$ cat src/rtl/bru_target_ras.sv
// EX-stage branch/jump target unit with a return-address stack.
// Targets are registered behind a valid/ready handshake; BL pushes its link address and a JIRL return pops a predicted target.
module bru_target_ras #(
    parameter int         XLEN      = 32,
    parameter int         RAS_DEPTH = 8,
    parameter int         PTR_W     = $clog2(RAS_DEPTH),
    parameter logic [7:0] OP_JIRL   = 8'h13,
    parameter logic [7:0] OP_B      = 8'h14,
    parameter logic [7:0] OP_BL     = 8'h15
) (
    input  logic             clk,
    input  logic             resetn,
    input  logic             flush,
    input  logic             in_valid,
    output logic             in_ready,
    input  logic [7:0]       in_op,
    input  logic [XLEN-1:0]  in_rj,
    input  logic [XLEN-1:0]  in_pc,
    input  logic [25:0]      in_offset,
    input  logic [4:0]       in_rj_idx,
    input  logic [4:0]       in_rd_idx,
    output logic             out_valid,
    input  logic             out_ready,
    output logic [XLEN-1:0]  out_target,
    output logic             out_pred_valid,
    output logic [XLEN-1:0]  out_pred_target,
    output logic             out_ras_hit,
    output logic [PTR_W:0]   ras_count
);

    localparam logic [PTR_W:0] FULL_CNT = (PTR_W + 1)'(RAS_DEPTH);

    logic [XLEN-1:0] r_stack [RAS_DEPTH];
    logic [PTR_W-1:0] r_sp;
    logic [PTR_W:0]   r_count;
    logic             r_out_valid;
    logic [XLEN-1:0]  r_out_target;
    logic             r_pred_valid;
    logic [XLEN-1:0]  r_pred_target;
    logic             r_ras_hit;

    logic             w_accept;
    logic             w_is_ret;
    logic             w_push;
    logic             w_pop;
    logic [PTR_W-1:0] w_sp_dec;
    logic [XLEN-1:0]  w_imm16;
    logic [XLEN-1:0]  w_imm26;
    logic [XLEN-1:0]  w_target;
    logic [XLEN-1:0]  w_pred_target;

    assign in_ready = (!r_out_valid || out_ready) && !flush;
    assign w_accept = in_valid && in_ready;

    assign w_imm16 = {{(XLEN - 18){in_offset[15]}}, in_offset[15:0], 2'b00};
    assign w_imm26 = {{(XLEN - 28){in_offset[25]}}, in_offset, 2'b00};

    always_comb begin
        w_target = in_pc + w_imm16;
        if (in_op == OP_JIRL)
            w_target = in_rj + w_imm16;
        else if (in_op == OP_B || in_op == OP_BL)
            w_target = in_pc + w_imm26;
    end

    // A return is the canonical "jirl r0, r1, off" form; anything else through JIRL is an indirect jump.
    assign w_is_ret      = (in_op == OP_JIRL) && (in_rj_idx == 5'd1) && (in_rd_idx == 5'd0);
    assign w_push        = w_accept && (in_op == OP_BL);
    assign w_pop         = w_accept && w_is_ret && (r_count != '0);
    assign w_sp_dec      = r_sp - PTR_W'(1);
    assign w_pred_target = w_pop ? r_stack[w_sp_dec] : '0;

    // Stack contents carry no reset; validity is tracked by r_count alone.
    always_ff @(posedge clk) begin
        if (w_push)
            r_stack[r_sp] <= in_pc + XLEN'(4);
    end

    always_ff @(posedge clk or negedge resetn) begin
        if (!resetn) begin
            r_sp    <= '0;
            r_count <= '0;
        end else if (w_push) begin
            r_sp <= r_sp + PTR_W'(1);
            if (r_count != FULL_CNT)
                r_count <= r_count + 1'b1;
        end else if (w_pop) begin
            r_sp    <= w_sp_dec;
            r_count <= r_count - 1'b1;
        end
    end

    always_ff @(posedge clk or negedge resetn) begin
        if (!resetn) begin
            r_out_valid   <= 1'b0;
            r_out_target  <= '0;
            r_pred_valid  <= 1'b0;
            r_pred_target <= '0;
            r_ras_hit     <= 1'b0;
        end else if (flush) begin
            r_out_valid   <= 1'b0;
            r_pred_valid  <= 1'b0;
            r_pred_target <= '0;
            r_ras_hit     <= 1'b0;
        end else if (w_accept) begin
            r_out_valid   <= 1'b1;
            r_out_target  <= w_target;
            r_pred_valid  <= w_pop;
            r_pred_target <= w_pred_target;
            r_ras_hit     <= w_pop && (w_pred_target == w_target);
        end else if (out_ready) begin
            r_out_valid <= 1'b0;
        end
    end

    assign out_valid       = r_out_valid;
    assign out_target      = r_out_target;
    assign out_pred_valid  = r_pred_valid;
    assign out_pred_target = r_pred_target;
    assign out_ras_hit     = r_ras_hit;
    assign ras_count       = r_count;

endmodule

$ cat config.mk
export PLATFORM = sky130hd
export DESIGN_NAME = bru_target_ras
export DESIGN_NICKNAME = d
export VERILOG_FILES = /design/src/rtl/bru_target_ras.sv
export SDC_FILE = /design/constraint.sdc
export NUM_CORES = 1
export LEC_CHECK = 0
export CORE_MARGIN = 4
export CORE_UTILIZATION = 54
export CTS_CLUSTER_DIAMETER = 80
export CTS_CLUSTER_SIZE = 8
export DETAILED_ROUTE_END_ITERATION = 8
export GPL_TIMING_DRIVEN = 0
export PLACE_DENSITY = 0.77
export RECOVER_POWER = 25
export SLEW_MARGIN = 20
export SYNTH_ARGS = -nofsm -noshare
export SYNTH_HDL_FRONTEND = slang
export SYNTH_SLANG_ARGS = --single-unit
$ cat constraint.sdc
create_clock -name clk -period 9.55 [get_ports clk]
set_input_delay 1.4325 -clock clk [delete_from_list [all_inputs] [get_ports clk]]
set_output_delay 1.4325 -clock clk [all_outputs]
set_load 0.01 [all_outputs]
==> impl_metrics.ini, run 1 <==
[layout]
fillers = 2123
regArea_um2 = 9540
synthToLayoutAreaGrowth_pct = 23.9
fin_area_um2 = 21200
multiInputGateArea_um2 = 7340
layout.nets = 1787
layout_commonest_cell = edfxtp_1
layout.cells.non_filler = 2041
mostFrequentLayoutCells = edfxtp_1 (256), nand2_1 (144), clkdlybuf4s50_1 (128)
utilization_pct = 68.6
drive_gt1_share_pct = 11.4

[detailed_routing]
vias = 12900
ant_nets = 0
drt_iter0_markers = 1341
wire_per_inst_um = 25.6
drtPass1Iterations = 5
via_per_inst = 6.34
drcViolationCount = 0
finalWirelength_um = 52300

[synthesis]
seq_area_frac_synth_pct = 55.7
synth.distinct_cells = 77
synth_area_per_cell_um2 = 12.8
syn_nets = 1519
synthCells = 1338
synth_edf_count = 256
ys_warn_count = 0
synth-seq-cells = 330
synth-async-reset-ratio_pct = 22.4
synth_area_um2 = 17100
synth_top_flop_cell = edfxtp_1

[worst_setup_path]
reg2reg_setup_slack_ns = 2.73
reg2reg_from = r_sp[0]
crit_path_end_kind = flop
arrival_ns = 7.30
cp.required_ns = 10.03
crit_fanout = 10
critical_path_class = reg -> reg
worstRegToRegCells = 19
rr_endpoint = out_ras_hit
start_kind = flop

[outcome]
violations = max-capacitance violations, max-slew violations
outcome = complete, but fails checks

[clocking]
cts_htree_levels = 2
cts-root-buf = clkbuf_16
cts_sinks = 330
path_clk_slew_ns = 0.06
cts_tree = done
cts_resized = 0
cts_buffers = 47
cts_hold_buf = 0
cts.path.max_buffers = 3
worstSkewPairLatency_ns = 0.56
cts_setup_buffers = 0

[power_and_ir_drop]
leakage_uw = 0.00794
max-vdd-ir-drop_mv = 0.142
p_per_area_nw_per_um2 = 176

[global_route]
grt_max_degree = 48
grt_pass1_wl_um = 77500
grt_use_total_pct = 30.0
grt-ovfl-total = 0
grt_antenna_before_repair = 2
grt_pass1_vias = 13000

[timing]
slew_headroom_pct = -74.0
setup_viol = 0
finalHoldViolations = 0
tightest_slew_ns = 2.61
fmax_mhz = 147
finalWorstPathRequiredPeriod_ns = 6.82
slew_viol_final = 77
skew_ns = 0.0335
rsz0062_at_grt = no
fin_crit_sh_pct = 71.4

[die]
core_um2 = 30900
io_pins = 185
dieArea_um2 = 34600
fp.dieW_um = 186
dieHeight_um = 186
rows = 64
initial_core_util_pct = 55.4

[placement]
placed_area_um2 = 19800
gp_congestion = 0.955
place_hpwl_um = 39100
dp_cells = 1953
numPortBuffers = 184

[flow_run]
maxCapViolCount = 2

[hold_path]
min_to = out_pred_target[26]
hold_path_class = reg -> reg
whs_path_depth = 1
hp-start = out_pred_target[26]
registers in the layout (all words and copies together), names as in the netlist:
| register | flops |
|---|---|
| out_pred_target | 32 |
| out_pred_valid | 1 |
| out_ras_hit | 1 |
| out_target | 32 |
| out_valid | 1 |
| r_sp | 3 |
| r_stack | 256 |
| ras_count | 4 |
kinds of logic (layout without fill, tap and decap cells):
group           count (synthesis)  in the layout  share of synthesized area, %
compound gates                282            282                          10.8
other cells                     0              3                             0
flops                         330            330                          55.7
xor+xnor                      105            105                          5.37
fa+ha+maj                      68             68                          5.10
simple gates                  376            376                          10.2
mux                           110            110                          11.2
buf+inv                        67            371                          1.70
final cells by class:
cell class                      count  share of cell area [%]
Antenna cell                        3                  0.0354
Buffer                             47                    1.01
Clock buffer                       82                    6.26
Clock inverter                      3                   0.271
Inverter                           20                   0.354
Multi-Input combinational cell    941                    34.6
Sequential cell                   330                    45.0
Tap cell                          396                    2.34
Timing Repair Buffer              219                    10.1
layer usage:
| metal | vias up | wire length, um | global-route usage [%] | part of all wire (%) |
|---|---|---|---|---|
| met4 | 0 | 1730 | 10.1 | 3.3 |
| met1 | 6374 | 20800 | 41.2 | 40 |
| met5 | - | 0 | 0 | 0 |
| met2 | 735 | 24900 | 49.1 | 48 |
| li1 | 5692 | - | - | - |
| met3 | 130 | 4810 | 5.04 | 9.2 |
per-stage QoR:
step	setup slack (ns)	hold slack [ns]	setup TNS [ns]	total power [uW]
2_1_floorplan	3.32	0.507	0	1970
3_3_place_gp	-1.76	0.454	-128.97	2200
3_5_place_dp	2.78	0.465	0	2210
4_1_cts	2.70	0.477	0	3760
5_1_grt	2.34	0.484	0	3870
6_report	2.73	0.469	0	3740
critical path, cell delays in order, from the launching register on:
cell	delay [ns]
dfrtp_1	0.35
buf_2	0.30
buf_6	0.23
buf_2	0.42
buf_2	0.39
buf_2	0.41
inv_1	0.18
ha_1	0.40
buf_1	0.61
clkbuf_1	0.66
clkbuf_1	0.61
mux4_2	0.40
mux2i_1	0.41
nor2_1	0.10
xnor2_1	0.15
o2111ai_1	0.16
nor4b_2	0.31
nand4_1	0.20
and4b_1	0.30
a22o_1	0.13
report_power, final:
part | leakage, uW | switching, uW | internal, uW
clock | 0.000653 | 612 | 939
sequential | 0.00326 | 18.9 | 1590
combinational | 0.00403 | 329 | 251
total | 0.00794 | 959 | 2780
how the worst max path moves through the flow:
stage | from | endpoint | cells past startpoint
global placement | in_op[2] | r_stack[1][30] | 6
global route | r_sp[0] | out_ras_hit | 19
finish | r_sp[0] | out_ras_hit | 19
detailed placement | r_sp[0] | out_ras_hit | 19
CTS | r_sp[0] | out_ras_hit | 19
floorplan | in_op[1] | r_stack[0][0] | 5
cells in the mapped netlist (all sizes together) (8+ instances only):
library cell / instances / area, um2
ha: 65 / 813
mux4: 64 / 1440
o31ai: 9 / 67.6
clkbuf: 26 / 97.6
o21bai: 9 / 67.6
inv: 20 / 75.1
nor4: 9 / 56.3
xor2: 38 / 333
a31oi: 19 / 119
dfrtp: 74 / 1850
or3: 11 / 73.8
mux2i: 41 / 414
edfxtp: 256 / 7690
nor3: 24 / 125
xnor2: 67 / 587
o21ai: 63 / 315
nand4: 13 / 81.3
o211ai: 8 / 60.1
nand2: 144 / 541
buf: 21 / 118
a21o: 35 / 263
a211oi: 11 / 82.6
and3: 12 / 75.1
a21oi: 70 / 350
nand3: 30 / 150
nor2: 96 / 360
No activity file was read; power rests on OpenSTA's default activity.
==> run 2, diff against run 1 <==
Settings changed: CORE_UTILIZATION 54 to 52.
Clock period 9.55 ns to 6.25 ns, I/O delays scaled along.
==> run 2 against run 1 <==
The flow still finishes with violations (max-capacitance violations, max-slew violations). Flip-flop and latch count unchanged. First-iteration DRC count unchanged. Design area about the same. Clock-buffer cell count unchanged. Register-to-register slack got worse by 2.1 ns. Cell count increased by 2.2%. Via count decreased by 1.1%. Hold slack about the same. Sequential share of layout area about the same.
==> impl_metrics.ini, run 2 (same netlist as run 1, synthesis figures left out) <==
[clocking]
cts_hold_buf = 0
path_clk_slew_ns = 0.05
cts_buffers = 47
cts-root-buf = clkbuf_16
cts_htree_levels = 2
cts_tree = done
cts_sinks = 330
cts.path.max_buffers = 3
worstSkewPairLatency_ns = 0.56

[layout]
layout.nets = 1787
synthToLayoutAreaGrowth_pct = 24.0
drive_gt1_share_pct = 11.7
utilization_pct = 65.2
layout_commonest_cell = edfxtp_1
top_register = r_stack
mostFrequentLayoutCells = edfxtp_1 (256), nand2_1 (144), clkdlybuf4s50_1 (128)
largest_reg_flops = 256

[die]
core_um2 = 32500
initial_core_util_pct = 52.6
rows = 66
dieHeight_um = 189
dieArea_um2 = 35900
io_pins = 185
fp.dieW_um = 189

[worst_setup_path]
critical_path.cell_chain = clkdlybuf4s50_1, nor4b_1, nand2_1, nand2_1, nand2_1, ha_1, nand4_1, o41ai_1, nor2_1, xnor2_1, o32a_1, a2111oi_0, nand4_1, and4b_1, a22o_1
slowest_stage = nor4b_1
cp_common_cell = nand2_1
critical_path_class = in -> reg
crit_path_end_kind = flop
cp.required_ns = 6.74
critPathMaxStageDelay_ns = 0.91
start_kind = primary input
crit_fanout = 10
path_buf_inv = 1
arrival_ns = 6.20
crit_family = simple AND/OR/NAND/NOR gates

[placement]
place_hpwl_um = 37800
gp_congestion = 0.958
place_ws_ns = -0.645
numPortBuffers = 184

[timing]
finalWorstPathRequiredPeriod_ns = 5.71
fin_crit_sh_pct = 91.3
setup_viol = 0
slew_viol_final = 77
tightest_slew_ns = 2.22
slew_headroom_pct = -48.2
fmax_mhz = 175
finalHoldViolations = 0
setup_ws_ns = 0.542
rsz0062_at_grt = no
skew_ns = 0.0228

[detailed_routing]
drtPass1Iterations = 7
drt_iter0_markers = 1341
via_per_inst = 6.13
ant_nets = 0
wire_per_inst_um = 24.3
finalWirelength_um = 50700
drcViolationCount = 0
vias = 12800

[power_and_ir_drop]
p_comb_share_pct = 15.4
max-vdd-ir-drop_mv = 0.161
internal_power_uw = 4210
sw_frac_of_total_pct = 25.5
p_clk_share_pct = 41.2
p_per_area_nw_per_um2 = 266
leakage_uw = 0.00793
seq_power_share_pct = 43.4
switching_power_uw = 1440

[global_route]
grt_antenna_before_repair = 1
grt_use_total_pct = 27.8
grt_pass1_vias = 12900
grt_max_degree = 42
grt_pass1_wl_um = 76200
grt-ovfl-total = 0

[flow_run]
maxCapViolCount = 2

[outcome]
violations = max-capacitance violations, max-slew violations
outcome = complete, but fails checks

[hold_path]
hold_path_class = reg -> reg
-- run 2: changes by cell type in the layout (fill, tap and decap cells not counted), sizes merged --
cell      delta
clkinv       +2
clkinvlp     -1
diode        -2
inv          -1
-- run 2: repair_timing --
item	CTS	global route
setup endpoints to repair	1	1
pin swaps	0	0
gates resized for setup	7	3
setup buffers	0	0
-- run 2: routing by layer --
metal  vias to the layer above  track usage [%]  routed length (um)
met1                      6315             35.7               19400
met5                         -                0                   0
li1                       5702                -                   -
met3                       120             4.20                3890
met2                       646             48.2               25500
met4                         0             10.3                1870
-- run 2: worst paths after layout --
kind                                      from                   to  slack, ns  cells after the start
hold reg to reg            out_pred_target[28]  out_pred_target[28]       0.47                      1
setup reg to reg                       r_sp[0]          out_ras_hit       0.59                     18
max in group asynchronous               resetn  out_pred_target[29]       2.35                      2
hold / removal             out_pred_target[28]  out_pred_target[28]       0.47                      1
min in group asynchronous               resetn            out_valid       0.98                      1
setup / recovery                      in_op[2]          out_ras_hit       0.54                     15
-- run 2: area by class of cell --
cell class / instances / area [um2]
Sequential cell: 330 / 9540
Inverter: 20 / 75.1
Antenna cell: 1 / 2.50
Timing Repair Buffer: 220 / 2140
Clock buffer: 82 / 1310
Buffer: 46 / 223
Tap cell: 442 / 553
Fill cell: 2373 / 11300
Clock inverter: 3 / 41.3
Multi-Input combinational cell: 941 / 7340
-- run 2: stage by stage --
stage | instance area (um2) | setup TNS [ns] | cells | hold WS [ns] | power [uW]
4_1_cts | 21200 | 0 | 2085 | 0.360 | 5690
6_report | 21200 | 0 | 2085 | 0.469 | 5650
2_1_floorplan | 17100 | 0 | 1338 | 0.507 | 3000
3_5_place_dp | 19900 | -0.645 | 2000 | 0.466 | 3370
5_1_grt | 21200 | 0 | 2085 | 0.492 | 5850
3_3_place_gp | 19500 | -654.29 | 1964 | 0.456 | 3350
-- run 2: power by group through the flow --
stage | combinational, uW | clock [uW] | sequential [uW]
floorplan | 492 | 0 | 2510
global placement | 856 | 0 | 2500
detailed placement | 873 | 0 | 2500
CTS | 881 | 2350 | 2460
global route | 946 | 2440 | 2460
finish | 872 | 2330 | 2460
